===== config.mk =====
export PLATFORM = sky130hd
export DESIGN_NAME = shift_reg_n
export DESIGN_NICKNAME = d
export VERILOG_FILES = /design/src/rtl/shift_reg_n.sv
export SDC_FILE = /design/constraint.sdc
export NUM_CORES = 1
export LEC_CHECK = 0
export BUFFER_PORTS_ARGS = -buffer_cell sky130_fd_sc_hd__buf_2
export CAP_MARGIN = 0
export CORE_MARGIN = 2
export CORE_UTILIZATION = 40
export CTS_CLUSTER_SIZE = 12
export DETAILED_ROUTE_END_ITERATION = 8
export PLACE_DENSITY = 0.76
export SYNTH_ARGS = -nofsm -noshare
export SYNTH_HDL_FRONTEND = slang
export SYNTH_SLANG_ARGS = --single-unit
export TNS_END_PERCENT = 20

===== constraint.sdc =====
create_clock -name Clk -period 3.8 [get_ports Clk]
set_input_delay 1.14 -clock Clk [delete_from_list [all_inputs] [get_ports Clk]]
set_output_delay 1.14 -clock Clk [all_outputs]
set_load 0.02 [all_outputs]

===== src/rtl/shift_reg_n.sv =====
// Multi-mode shift register: single steps on request, or a counted multi-step
// shift sequenced by an IDLE/SHIFT/DONE controller.
module shift_reg_n #(
  parameter int WIDTH = 8,
  parameter int CNT_W = $clog2(WIDTH + 1)
) (
  input  logic             Clk,
  input  logic             Reset,
  input  logic             Load,
  input  logic [WIDTH-1:0] D,
  input  logic             Shift_En,
  input  logic             Start,
  input  logic [CNT_W-1:0] Amount,
  input  logic [1:0]       Mode,
  input  logic             Shift_In,
  output logic [WIDTH-1:0] Data_Out,
  output logic             Shift_Out,
  output logic             Busy,
  output logic             Done,
  output logic [CNT_W-1:0] Count
);

  typedef enum logic [1:0] {
    ST_IDLE  = 2'd0,
    ST_SHIFT = 2'd1,
    ST_DONE  = 2'd2
  } state_t;

  state_t           state_q, state_d;
  logic [WIDTH-1:0] data_q, data_d;
  logic [CNT_W-1:0] count_q, count_d;
  logic [1:0]       mode_q, mode_d;
  logic [1:0]       eff_mode;

  function automatic logic [WIDTH-1:0] step_f(input logic [WIDTH-1:0] v,
                                              input logic [1:0] m,
                                              input logic si);
    logic [WIDTH-1:0] r;
    case (m)
      2'b00:   r = {si, v[WIDTH-1:1]};
      2'b01:   r = {v[WIDTH-1], v[WIDTH-1:1]};
      2'b10:   r = {v[WIDTH-2:0], si};
      default: r = {v[0], v[WIDTH-1:1]};
    endcase
    return r;
  endfunction

  always_ff @(posedge Clk) begin
    if (Reset) begin
      state_q <= ST_IDLE;
      data_q  <= '0;
      count_q <= '0;
      mode_q  <= 2'b00;
    end else begin
      state_q <= state_d;
      data_q  <= data_d;
      count_q <= count_d;
      mode_q  <= mode_d;
    end
  end

  // Load overrides everything (aborting a shift without a Done pulse);
  // Start and Shift_En are only honoured from IDLE.
  always_comb begin
    state_d = state_q;
    data_d  = data_q;
    count_d = count_q;
    mode_d  = mode_q;
    if (Load) begin
      data_d  = D;
      state_d = ST_IDLE;
      count_d = '0;
    end else begin
      case (state_q)
        ST_IDLE: begin
          if (Start) begin
            mode_d = Mode;
            if (Amount == '0) begin
              state_d = ST_DONE;
            end else begin
              state_d = ST_SHIFT;
              count_d = Amount;
            end
          end else if (Shift_En) begin
            data_d = step_f(data_q, Mode, Shift_In);
          end
        end
        ST_SHIFT: begin
          data_d  = step_f(data_q, mode_q, Shift_In);
          count_d = count_q - 1'b1;
          if (count_q == CNT_W'(1)) begin
            state_d = ST_DONE;
          end
        end
        ST_DONE: state_d = ST_IDLE;
        default: state_d = ST_IDLE;
      endcase
    end
  end

  always_comb begin
    Busy      = (state_q == ST_SHIFT);
    Done      = (state_q == ST_DONE);
    eff_mode  = (state_q == ST_SHIFT) ? mode_q : Mode;
    Shift_Out = (eff_mode == 2'b10) ? data_q[WIDTH-1] : data_q[0];
  end

  assign Data_Out = data_q;
  assign Count    = count_q;

endmodule


After elaboration in Yosys (flattened, before gate mapping)
Cells that the tools add are included.
{ "op_classes": {"add_sub_neg": 1, "eq_ne": 15, "mux": 15, "bitwise": 1, "reduce_logical": 12} }
{ "op_table": {"columns": ["cell", "n"], "rows": [
  ["$pmux 8 s3", 2],
  ["$mux 8", 3],
  ["$pmux 8 s2", 1],
  ["$ne 3x3->1 const B", 4],
  ["$reduce_and 3->1", 3],
  ["$eq 2x2->1 const B", 4],
  ["$mux 2", 4],
  ["$mux 4", 2],
  ["$pmux 4 s2", 1],
  ["$eq 2x1->1 const B", 3],
  ["$logic_not 2->1", 3],
  ["$reduce_and 5->1", 1],
  ["$eq 4x1->1 const B", 1],
  ["$logic_not 4->1", 1],
  ["$ne 2x2->1 const B", 2],
  ["$pmux 2 s2", 1],
  ["$sub 4x1->4 const B", 1],
  ["$reduce_bool 3->1", 1],
  ["$ne 2x1->1 const B", 1],
  ["$reduce_and 2->1", 1],
  ["$reduce_bool 2->1", 1],
  ["$reduce_or 2->1", 1],
  ["$mux 1", 1],
  ["$not 1->1", 1]
]} }
{ "totals": {"regBits": 16, "out_inout_bits": 15, "elab_cells": 49} }

Depth between registers and ports, before layout
Gate-level depths: netlist of the first run.
{ "depth": {"depth_word": 6, "ltp_mapped": 6} }

Worst setup path after synthesis of the first run
No wires, ideal clock.
{ "synth_timing": {"path_kind": "in2out", "startpoint": "input Mode[0]", "endpoint": "output Shift_Out", "arrival_ps": 1919, "required_ps": 2660, "slack_ps": 741, "path_stages": 3, "path_buffers": 0, "path_cell_list": "inv_1 > a31oi_4 > mux2_2"} }
{ "synth_via": {"elab_chain_cells": 3} }
{ "synth_lines": {"columns": ["element", "line_no", "text"], "rows": [
  ["start: declaration", "14", "input logic [1:0] Mode,"],
  ["$mux 2", "104", "eff_mode = (state_q == ST_SHIFT) ? mode_q : Mode;"],
  ["$eq 2x2->1", "105", "Shift_Out = (eff_mode == 2'b10) ? data_q[WIDTH-1] : data_q[0];"],
  ["$mux 1", "105", null],
  ["end: declaration", "17", "output logic Shift_Out,"]
]} }
Every way passes these cells.

Worst setup path after layout of the first run
Ends and elaborated chain as after synthesis.

==> impl_metrics.env, run 1 <==
export IMPL_drtPass1Iterations=4
export IMPL_worst_slack_ps=690
export IMPL_hp_class="reg -> reg"
export IMPL_ys_top_cells_by_count="16 x dfxtp_1, 12 x nand2_1, 10 x mux2i_1"
export IMPL_p_seq_share_pct=50.7
export IMPL_vias_per_cell=5.53
export IMPL_tightest_slew_ps=701
export IMPL_setup_violations=0
export IMPL_holdWs_ps=531
export IMPL_antenna_cells=0
export IMPL_wl_met1_um=1170
export IMPL_max_slew_margin_pct=52.8
export IMPL_async_flop_share_pct=0
export IMPL_final_util_pct=50.2
export IMPL_switching_share_pct=31.6
export IMPL_cp_depth=5
export IMPL_required_ps=2660
export IMPL_synth_ff_type="dfxtp_1"
export IMPL_synth_cell_types=37
export IMPL_clock_sinks=16
export IMPL_cts_tree="done"
export IMPL_power_density_nw_per_um2=303
export IMPL_clk_latency_ps=280
export IMPL_synth_seq_cells=16
export IMPL_synthTopCellsByArea="dfxtp_1 31%, mux2i_1 9.7%, or4b_2 6.8%, o221ai_1 5.9%, nand2_1 4.4%"
export IMPL_grt_first_pass_wirelength_um=4120
export IMPL_vias=984
export IMPL_worst_r2r_cell_count=4
export IMPL_grt_use_total_pct=18.8
export IMPL_clockBufferDepth=2
export IMPL_route_met2_wl_um=1200
export IMPL_worstSetupStartpointType="input pin"
export IMPL_leakage_nw=0.563
export IMPL_drv_cap=0
export IMPL_avgSynthCellArea_um2=8.82
export IMPL_drt_initial_drc_count=22
export IMPL_cp_slowest_cell="mux2_2"
export IMPL_p_int_w=0.000255
export IMPL_numCtsBuffers=3
export IMPL_syn_area_um2=1030
export IMPL_tns_ps=0
export IMPL_crit_path_end_kind="output port"
export IMPL_hold_path_depth=2
export IMPL_wl_um=2550
export IMPL_fmax_ghz=0.322
export IMPL_ios=35
export IMPL_initial_core_util_pct=42.0
export IMPL_dieArea_um2=3000
export IMPL_drc=0
export IMPL_synth_cells=117
export IMPL_clkPwrFrac_pct=24.3
export IMPL_cts_hold_buf=0
export IMPL_die_width_um=54.8
export IMPL_path_buf_inv=3
export IMPL_cts_clk_slew_worst_paths_ps=90
export IMPL_port_buffers=34
export IMPL_antenna_found_initial=0
export IMPL_path_class="in -> out"
export IMPL_max_stage_delay_ps=340
export IMPL_cts_repair_resize_count=0
export IMPL_yosys_warnings=0
export IMPL_outcome="finished clean"
export IMPL_synth_top_area_share_pct=31.0
export IMPL_place_area_um2=1210
export IMPL_critPathMaxFanout=3
export IMPL_place_gp_congestion=0.752
export IMPL_drv_slew=0
export IMPL_antenna_left=0
export IMPL_postCtsSetupBuffers=0
export IMPL_grt_setup_unrepaired="false"
export IMPL_highest_layer="met4"
export IMPL_cp_common_cell="buf_2"
export IMPL_dp_slack_ps=693
export IMPL_yosysMostFrequentCell="dfxtp_1"
export IMPL_drive_gt1_share_pct=33.8
export IMPL_critical_path_top_delay_family="multiplexers"
export IMPL_routed_wl_met3_um=163
export IMPL_p_sw_w=0.000118
export IMPL_power_frac_comb_pct=25.0
export IMPL_root_buffer="clkbuf_4"
export IMPL_synth_fp_nets=139
export IMPL_overflow=0
export IMPL_nNetsFinal=172
export IMPL_rows=18
export IMPL_hpwl_um=1860
export IMPL_synth_edf_count=0
export IMPL_area_growth_pct=19.3
export IMPL_final_area_um2=1230
export IMPL_wire_per_inst_um=14.3
export IMPL_ir_worst_vdd_v=0.000208
export IMPL_min_period_over_period_pct=81.8
export IMPL_arrival_ps=1970
export IMPL_synth_top_area_cell="dfxtp_1"
export IMPL_htreeDepth=1
export IMPL_grt_max_degree=20
export IMPL_core_um2=2450
export IMPL_synth_seq_area_share_pct=31.0
export IMPL_cp_cell_sequence="buf_2 > inv_1 > a31oi_4 > mux2_2 > buf_2"
export IMPL_hold_viol=0
export IMPL_grt_pass1_vias=910
export IMPL_layout_min_cycle_time_ps=3110
export IMPL_die_h_um=54.8
export IMPL_skew_ps=2.29
==> layer usage <==
layer,vias to the layer above,track usage [%]
met1,445,23.2
met5,-,0
met4,0,2.50
met3,2,6.01
met2,35,32.5
li1,502,-
==> registers in the layout, indices dropped and copies added, names as in the netlist <==
signal and count:
mode_q 2, state_q 2, Count 4, Data_Out 8
==> cells by family after synthesis <==
logic type	after synthesis	synth area share [%]
buffers and inverters	13	5.94
AOI/OAI and AO/OA	28	20.6
adders and majority gates	2	2.42
and+or+nand+nor	45	27.0
muxes	13	13.0
DFF	16	31.0
==> stage by stage <==
| step | total power, W | instances |
|---|---|---|
| final | 0.000373 | 178 |
| after global routing | 0.000397 | 178 |
| after CTS | 0.000380 | 178 |
| after detailed placement | 0.000286 | 175 |
| after global placement | 0.000282 | 175 |
| after floorplan | 0.000253 | 117 |
==> layout by cell type (no fill, tap or decap) <==
| master | Yosys | routed |
|---|---|---|
| a211oi_1 | 5 | 5 |
| a21o_1 | 1 | 1 |
| a21oi_1 | 4 | 4 |
| a31oi_1 | 2 | 2 |
| a31oi_4 | 1 | 1 |
| a32oi_1 | 1 | 1 |
| and2b_1 | 1 | 1 |
| and3_1 | 2 | 2 |
| and4bb_1 | 1 | 1 |
| buf_2 | 1 | 34 |
| buf_4 | 1 | 1 |
| clkbuf_4 | 0 | 3 |
| dfxtp_1 | 16 | 16 |
| ha_1 | 2 | 2 |
| inv_1 | 6 | 6 |
| mux2_2 | 3 | 3 |
| mux2i_1 | 10 | 10 |
| nand2_1 | 12 | 12 |
| nand2b_1 | 2 | 2 |
| nand2b_4 | 1 | 1 |
| nand3_1 | 1 | 1 |
| nand3b_1 | 1 | 1 |
| nor2_1 | 7 | 7 |
| nor2b_1 | 1 | 1 |
| nor3_1 | 2 | 2 |
| nor3b_1 | 2 | 2 |
| nor4_1 | 2 | 2 |
| nor4b_1 | 1 | 1 |
| o21a_1 | 1 | 1 |
| o21ai_0 | 4 | 4 |
| o221ai_1 | 7 | 7 |
| o31a_1 | 1 | 1 |
| o31ai_1 | 1 | 1 |
| or2_1 | 1 | 1 |
| or2b_1 | 1 | 1 |
| or4b_2 | 7 | 7 |
==> power groups by stage <==
stage / Combinational, W / Sequential, W / Clock (W)
2_1_floorplan: 0.0000540 / 0.000199 / 0
3_3_place_gp: 0.0000899 / 0.000192 / 0
3_5_place_dp: 0.0000931 / 0.000193 / 0
4_1_cts: 0.0000937 / 0.000189 / 0.0000971
5_1_grt: 0.000103 / 0.000191 / 0.000103
6_report: 0.0000934 / 0.000189 / 0.0000907
==> layout make-up <==
class | count | area (µm²)
well taps | 30 | 37.5
fillers | 241 | 1220
flip-flops and latches | 16 | 320
inverters | 6 | 22.5
clock buffers | 3 | 22.5
repair buffers | 35 | 178
multi-input cells | 88 | 651
==> worst register-to-register path, cell delays in order, from the launching register on <==
cell and delay (ps):
dfxtp_1 530, inv_1 120, a21oi_1 520, or2b_1 390, o221ai_1 200
==> worst paths after layout <==
| kind | from | end | slack, ps |
|---|---|---|---|
| max | Mode[0] | Shift_Out | 690 |
| min | Count[2]$_SDFFE_PP0P_ | Count[2]$_SDFFE_PP0P_ | 530 |
| max reg2reg | state_q[0]$_SDFFE_PP0P_ | Data_Out[0]$_SDFFE_PP0P_ | 1950 |
| min reg2reg | Count[2]$_SDFFE_PP0P_ | Count[2]$_SDFFE_PP0P_ | 530 |
Power figures use the tool's default switching activity.
==> run 2, diff against run 1 <==
==> constraint.sdc (replaced) <==
create_clock -name Clk -period 3.1 [get_ports Clk]
set_input_delay 0.93 -clock Clk [delete_from_list [all_inputs] [get_ports Clk]]
set_output_delay 0.93 -clock Clk [all_outputs]
set_load 0.02 [all_outputs]
==> run 2 against run 1 <==
Compared with the run above:
- core utilization grew 0.56 points
- global-route usage shrank 1.1 points
- register-to-register slack got worse by 640 ps
- largest cell class unchanged
- critical path type unchanged
==> impl_metrics.env, run 2 (synthesis gave the netlist of run 1 again) <==
export IMPL_outcome="finished clean"
export IMPL_wl_um=2440
export IMPL_drive_gt1_share_pct=34.2
export IMPL_cts_hold_buf=0
export IMPL_skew_ps=1.65
export IMPL_hpwl_um=1840
export IMPL_drv_cap=0
export IMPL_area_growth_pct=20.6
export IMPL_worstSetupStartpointType="input pin"
export IMPL_drc=0
export IMPL_root_buffer="clkbuf_4"
export IMPL_tns_ps=0
export IMPL_leakage_nw=0.570
export IMPL_final_cell_mix="34 x buf_2, 16 x dfxtp_1, 12 x nand2_1, 10 x mux2i_1"
export IMPL_postCtsSetupBuffers=0
export IMPL_cts_tree="done"
export IMPL_cts_repair_resize_count=0
export IMPL_final_common_cell="buf_2"
export IMPL_nNetsFinal=172
export IMPL_layout_min_cycle_time_ps=2690
export IMPL_required_ps=2170
export IMPL_antenna_found_initial=0
export IMPL_drtPass1Iterations=4
export IMPL_grt_max_degree=20
export IMPL_ios=35
export IMPL_clock_sinks=16
export IMPL_largest_reg_flops=8
export IMPL_hp_class="reg -> reg"
export IMPL_critPathMaxFanout=3
export IMPL_fillers=258
export IMPL_path_class="in -> out"
export IMPL_clockBufferDepth=2
export IMPL_max_slew_margin_pct=54.7
export IMPL_vias=1022
export IMPL_clk_latency_ps=300
export IMPL_ir_worst_vdd_v=0.000264
export IMPL_die_h_um=54.8
export IMPL_initial_core_util_pct=42.0
export IMPL_dp_slack_ps=412
export IMPL_arrival_ps=1760
export IMPL_grt_setup_unrepaired="false"
export IMPL_hold_viol=0
export IMPL_wire_per_inst_um=13.6
export IMPL_tightest_slew_ps=673
export IMPL_core_um2=2450
export IMPL_vias_per_cell=5.71
export IMPL_dieArea_um2=3000
export IMPL_fmax_ghz=0.372
export IMPL_drt_initial_drc_count=23
export IMPL_min_period_over_period_pct=86.7
export IMPL_htreeDepth=1
export IMPL_antenna_cells=0
export IMPL_power_density_nw_per_um2=394
export IMPL_die_width_um=54.8
export IMPL_crit_path_end_kind="output port"
export IMPL_overflow=0
export IMPL_numCtsBuffers=3
export IMPL_drv_slew=0
export IMPL_cts_clk_slew_worst_paths_ps=100
export IMPL_grt_use_total_pct=17.7
export IMPL_setup_violations=0
export IMPL_grt_first_pass_wirelength_um=3770
export IMPL_place_gp_congestion=0.752
export IMPL_port_buffers=34
export IMPL_antenna_left=0
export IMPL_grt_pass1_vias=878
export IMPL_worst_slack_ps=411
export IMPL_rows=18
run 2: cell types whose count changed in the layout (fill, tap and decap cells not counted):
cell	delta
clkbuf_8	+1
run 2: path summary, 6_finish.rpt:
kind	start	to	slack (ps)	cells after the start
max	Mode[0]	Shift_Out	410	5
min	Count[3]$_SDFFE_PP0P_	Count[3]$_SDFFE_PP0P_	560	2
max reg2reg	state_q[0]$_SDFFE_PP0P_	Data_Out[0]$_SDFFE_PP0P_	1310	4
min reg2reg	Count[3]$_SDFFE_PP0P_	Count[3]$_SDFFE_PP0P_	560	2
run 2: per-stage QoR:
stage | total power, W | cell area (µm²) | cells | hold WS (ps) | utilization, %
after detailed placement | 0.000349 | 1210 | 175 | 533 | 49.2
after floorplan | 0.000310 | 1030 | 117 | 510 | -
final | 0.000490 | 1240 | 179 | 557 | 50.7
after global routing | 0.000516 | 1240 | 179 | 587 | 50.7
after CTS | 0.000494 | 1240 | 179 | 548 | 50.7
after global placement | 0.000346 | 1210 | 175 | 513 | 49.2
run 2: cell type report:
cell class | instances | area, µm² | area share [%]
multi-input combinational | 88 | 651 | 52.3
clock buffer | 4 | 36.3 | 2.91
tap | 30 | 37.5 | 3.02
sequential | 16 | 320 | 25.7
inverter | 6 | 22.5 | 1.81
timing repair buffer | 35 | 178 | 14.3
run 2: worst max-delay path, cell delays in order:
cell	delay [ps]
buf_2	100
inv_1	80
a31oi_4	150
mux2_2	340
buf_2	160
run 2: metal layers:
layer	wire length (µm)	vias up	GRT usage, %
li1	-	508	-
met1	1090	475	20.5
met4	17	0	5.00
met2	1140	35	30.2
met5	0	-	0
met3	195	4	6.56
run 2: report_power, final:
group,internal (W),switching [W]
registers,0.000218,0.0000141
clock network,0.0000717,0.0000736
logic,0.0000503,0.0000628
total,0.000340,0.000150
